===== src/rtl/instr_cache.sv =====
// Direct-mapped read-only instruction cache between the fetch PC and instruction memory.
// Combinational hit path; misses stall fetch while the whole line is refilled over req/ack.
module instr_cache #(
    parameter int unsigned WIDTH      = 32,
    parameter int unsigned SETS       = 16,
    parameter int unsigned LINE_WORDS = 4
) (
    input  logic             clk,
    input  logic             rst,
    input  logic [WIDTH-1:0] addr,
    input  logic             inv,
    output logic [WIDTH-1:0] instr,
    output logic             hit,
    output logic             stall,
    output logic             mem_req,
    output logic [WIDTH-1:0] mem_addr,
    input  logic             mem_ack,
    input  logic [WIDTH-1:0] mem_rdata
);

    localparam int unsigned OB = $clog2(LINE_WORDS);
    localparam int unsigned IB = $clog2(SETS);
    localparam int unsigned TB = WIDTH - OB - IB - 2;
    localparam logic [WIDTH-1:0] NOP = WIDTH'(32'h0000_0013);

    typedef enum logic {
        S_IDLE,
        S_FILL
    } state_t;

    state_t           r_state;
    logic [SETS-1:0]  r_valid;
    logic [TB-1:0]    r_tags [SETS];
    logic [WIDTH-1:0] r_data [SETS][LINE_WORDS];
    logic [IB-1:0]    r_idx;
    logic [TB-1:0]    r_tag;
    logic [OB-1:0]    r_cnt;
    logic             r_inv_pend;

    logic [IB-1:0]    w_idx;
    logic [OB-1:0]    w_off;
    logic [TB-1:0]    w_tag;
    logic             w_hit;
    logic             w_last;
    logic             w_wr;
    logic             w_unused_lsb;

    assign w_off        = addr[OB+1:2];
    assign w_idx        = addr[OB+IB+1:OB+2];
    assign w_tag        = addr[WIDTH-1:OB+IB+2];
    assign w_unused_lsb = ^addr[1:0];

    assign w_hit  = (r_state == S_IDLE) && r_valid[w_idx] && (r_tags[w_idx] == w_tag);
    assign w_last = (r_cnt == OB'(LINE_WORDS - 1));
    assign w_wr   = (r_state == S_FILL) && mem_ack && !rst;

    assign hit   = w_hit;
    assign stall = !w_hit;
    assign instr = w_hit ? r_data[w_idx][w_off] : NOP;

    // Line data array: never reset, only written by refill beats.
    always_ff @(posedge clk) begin
        if (w_wr) begin
            r_data[r_idx][r_cnt] <= mem_rdata;
        end
    end

    // Lookup/refill controller; refill runs only on values latched at the miss.
    always_ff @(posedge clk) begin
        if (rst) begin
            r_state    <= S_IDLE;
            r_valid    <= '0;
            r_cnt      <= '0;
            r_inv_pend <= 1'b0;
            r_idx      <= '0;
            r_tag      <= '0;
            mem_req    <= 1'b0;
            mem_addr   <= '0;
        end else begin
            case (r_state)
                S_IDLE: begin
                    if (inv) begin
                        r_valid <= '0;
                    end else if (!w_hit) begin
                        r_idx    <= w_idx;
                        r_tag    <= w_tag;
                        r_cnt    <= '0;
                        mem_req  <= 1'b1;
                        mem_addr <= {addr[WIDTH-1:OB+2], {(OB+2){1'b0}}};
                        r_state  <= S_FILL;
                    end
                end
                S_FILL: begin
                    if (inv) begin
                        r_inv_pend <= 1'b1;
                    end
                    if (mem_ack) begin
                        r_cnt <= r_cnt + OB'(1);
                        if (w_last) begin
                            mem_req    <= 1'b0;
                            r_state    <= S_IDLE;
                            r_inv_pend <= 1'b0;
                            // An invalidate seen at any point of the fill wins over the new line.
                            if (r_inv_pend || inv) begin
                                r_valid <= '0;
                            end else begin
                                r_valid[r_idx] <= 1'b1;
                                r_tags[r_idx]  <= r_tag;
                            end
                        end else begin
                            mem_addr <= mem_addr + WIDTH'(4);
                        end
                    end
                end
                default: r_state <= S_IDLE;
            endcase
        end
    end

endmodule


===== config.mk =====
export PLATFORM = sky130hd
export DESIGN_NAME = instr_cache
export DESIGN_NICKNAME = d
export VERILOG_FILES = /design/src/rtl/instr_cache.sv
export SDC_FILE = /design/constraint.sdc
export NUM_CORES = 2
export LEC_CHECK = 0
export CAP_MARGIN = 20
export CORE_MARGIN = 5
export CORE_UTILIZATION = 56
export CTS_CLUSTER_DIAMETER = 30
export DETAILED_ROUTE_END_ITERATION = 10
export GPL_ROUTABILITY_DRIVEN = 0
export PLACE_DENSITY = 0.75
export SLEW_MARGIN = 25
export SYNTH_ARGS = -nofsm -noshare
export SYNTH_HDL_FRONTEND = slang
export SYNTH_SLANG_ARGS = --single-unit

===== constraint.sdc =====
create_clock -name clk -period 5.4 [get_ports clk]
set_input_delay 1.08 -clock clk [delete_from_list [all_inputs] [get_ports clk]]
set_output_delay 1.08 -clock clk [all_outputs]
set_load 0.01 [all_outputs]

==> results_dict.tcl <==
set metrics [dict create \
    status "finished with violations" \
    violations "negative setup slack" \
    fin_ws_ns -0.135 \
    dp_hpwl_um 133000 \
    place.detailed.instances 6734 \
    drtIter0Drc 8968 \
    die-area_um2 182000 \
    num_io_pins 135 \
    skew_ns 0.0508 \
    max_stage_delay_ns 0.57 \
    regArea_um2 74600 \
    cp_max_fo 7 \
    dieWidth_um 426 \
    cts_tree "done" \
    via_count 53400 \
    fin_area_um2 119000 \
    chipHeight_um 426 \
    initial_core_util 0.564 \
    antenna_found_initial 13 \
    crit_slowest_cell "or4_4" \
    async_flop_share 0 \
    min_from "r_valid[14]$_SDFFE_PP0P_" \
    p_per_area_nw_per_um2 432 \
    path_cells "mux4_2, mux4_2, xnor2_2, nand3_1, or4_4, nor4_4, buf_4, nand2_4, buf_12, a311oi_4, buf_4, buf_6" \
    ant_nets 0 \
    post_drt_wl_per_cell_um 39.7 \
    slew_headroom 0.288 \
    crit_start "r_tags[1][0]$_DFFE_PP_" \
    dpl-instance-area_um2 103000 \
    finalNetCount 4944 \
    routed_wl_um 299000 \
    worstPathArrival_ns 4.46 \
    path_class "reg2out" \
    p_leak_nw 38.3 \
    hp-class "reg2reg" \
    track_usage 0.327 \
    grt_pass1_wl_um 415000 \
    r2r_setup_slack_ns 1.48 \
    area_delta_synth_final_pct 22.1 \
    slew_violations 0 \
    critical_path.startpoint_type "register" \
    final_cells 7535 \
    syn_area_um2 97100 \
    multiInputGateArea_um2 22100 \
    drive_gt1_frac 0.379 \
    synth_top_area_frac 0.752 \
    endpoint_kind "primary output" \
    synth_area_leaders "edfxtp_1 75%, mux4_2 17%, dfxtp_1 1.6%" \
    syn_area_per_cell_um2 22.9 \
    setup_viol 21 \
    rsz0062_at_grt "true" \
    drv_cap 0 \
    core_area_um2 172000 \
    row_count 152 \
    worstMarginPinSlew_ns 1.07 \
    cts.sinks 2511 \
    synth_seq_area_share 0.768 \
    grt_max_degree 116 \
    ir_drop_v 0.000322 \
    synth_flop_cell "edfxtp_1" \
    power_mw 51.2 \
    timing.final.crit_share 1.03 \
    viasPerCell 7.09 \
    synth_common_cells "2432 x edfxtp_1, 740 x mux4_2, 127 x nor2_1" \
    reg2reg_depth 12 \
    yosysTopAreaCell "edfxtp_1" \
    htree_levels 5 \
    drt_drc_violations_left 0 \
    synth_cell_type_count 71 \
    grt-ovfl-total 0 \
    reg2reg_from "r_tags[1][0]$_DFFE_PP_" \
    grt_pass1_vias 54700 \
    syn-instance-count 4240 \
    numPortBuffers 130 \
    path_clk_slew_ns 0.05 \
    hold_depth 2 \
    synth_edf_count 2432 \
    ys_ff_latch 2511 \
    fin_crit_ns 5.54 \
    synth.most_common_cell "edfxtp_1" \
    final-hold-violation-count 0 \
    cts_root_buf "clkbuf_16" \
    clkLatencyLatePin_ns 0.98 \
    fillers 9433 \
    cts_made_buffers 426 \
    firstDrtPassIters 6 \
    cp_data_required_time_ns 4.32 \
    synth_warnings 0 \
    clockBufferDepth 4 \
    max_freq_ghz 0.181 \
]
[cells in the final DEF, fill, tap and decap left out, types with 47 or more instances in the layout]
cell type | Yosys | routed
dfxtp_1 | 79 | 79
nor2_4 | 0 | 80
clkdlybuf4s50_1 | 0 | 57
nand3_1 | 59 | 59
buf_4 | 16 | 275
mux2i_1 | 66 | 65
clkbuf_16 | 0 | 431
inv_6 | 0 | 49
clkinvlp_4 | 0 | 63
clkinv_2 | 0 | 47
nand2_1 | 116 | 112
edfxtp_1 | 2432 | 2432
bufinv_16 | 0 | 57
mux4_2 | 740 | 741
[where the power goes]
part	switching (mW)	total, mW	leakage (nW)	internal [mW]
registers	0.0978	21.5	22.5	21.4
clock network	10.1	27.6	6.86	17.4
logic	1.24	2.13	8.93	0.892
total	11.5	51.2	38.3	39.7
[timing repair]
| action | CTS | global route |
|---|---|---|
| hold buffers | 0 | 0 |
| setup endpoints to repair | 34 | 34 |
| buffers inserted | 12 | 3 |
| pin swaps | 13 | 13 |
| cloned | 5 | 3 |
| resized for setup | 227 | 29 |
[cell type report]
type / count / area share
flip-flops and latches: 2511 / 0.629
multi-input cells: 1475 / 0.186
well taps: 2310 / 0.0244
repair buffers: 443 / 0.0379
clock inverters: 302 / 0.0292
clock buffers: 472 / 0.0921
diodes: 8 / 0.000169
inverters: 14 / 0.000612
[worst max-delay path: cells and delay by family (launching register included)]
| kind | cells | cell delay (ns) |
|---|---|---|
| multiplexers | 2 | 1.00 |
| AND/OR/NAND/NOR | 4 | 0.99 |
| buffers and inverters | 4 | 0.62 |
| flip-flops | 1 | 0.39 |
| AO/OA/AOI/OAI | 1 | 0.27 |
| XOR/XNOR | 1 | 0.18 |
[logic make-up after synthesis]
group           count (synthesis)  share of synthesized area
buf+inv                       255                     0.0126
fa+ha+maj                       5                   0.000644
flops                        2511                      0.768
other cells                     1                  0.0000386
compound gates                197                     0.0144
simple gates                  414                     0.0198
mux                           829                      0.182
xor+xnor                       28                    0.00253
[flip-flops by register name, summed over array words and instances, names as in the netlist]
name        flops
r_state         1
r_idx           4
mem_req         1
r_inv_pend      1
r_cnt           2
r_data       2048
r_tags        384
mem_addr       30
r_valid        16
r_tag          24
[per-stage QoR]
stage | util | worst slack [ns] | hold slack [ns] | setup TNS, ns
3_5_place_dp | 0.601 | -0.747 | 0.458 | -13.92
4_1_cts | 0.688 | -0.203 | 0.471 | -1.88
3_3_place_gp | 0.601 | -0.654 | 0.444 | -11.74
2_1_floorplan | - | 0.00498 | 0.432 | 0
5_1_grt | 0.689 | -0.193 | 0.503 | -2.42
6_report | 0.689 | -0.135 | 0.474 | -0.565
[path summary, 6_finish.rpt]
| check | to |
|---|---|
| worst min-delay path | r_valid[14]$_SDFFE_PP0P_ |
| worst max register to register | mem_addr[21]$_SDFFE_PP0P_ |
| worst min register to register | r_valid[14]$_SDFFE_PP0P_ |
| worst max-delay path | instr[16] |
[metal layers]
metal,GRT usage,part of all wire
met2,0.528,0.49
met1,0.411,0.32
met5,0,0.00011
met4,0.181,0.065
met3,0.0820,0.12
(Power assumes the default switching activity.)
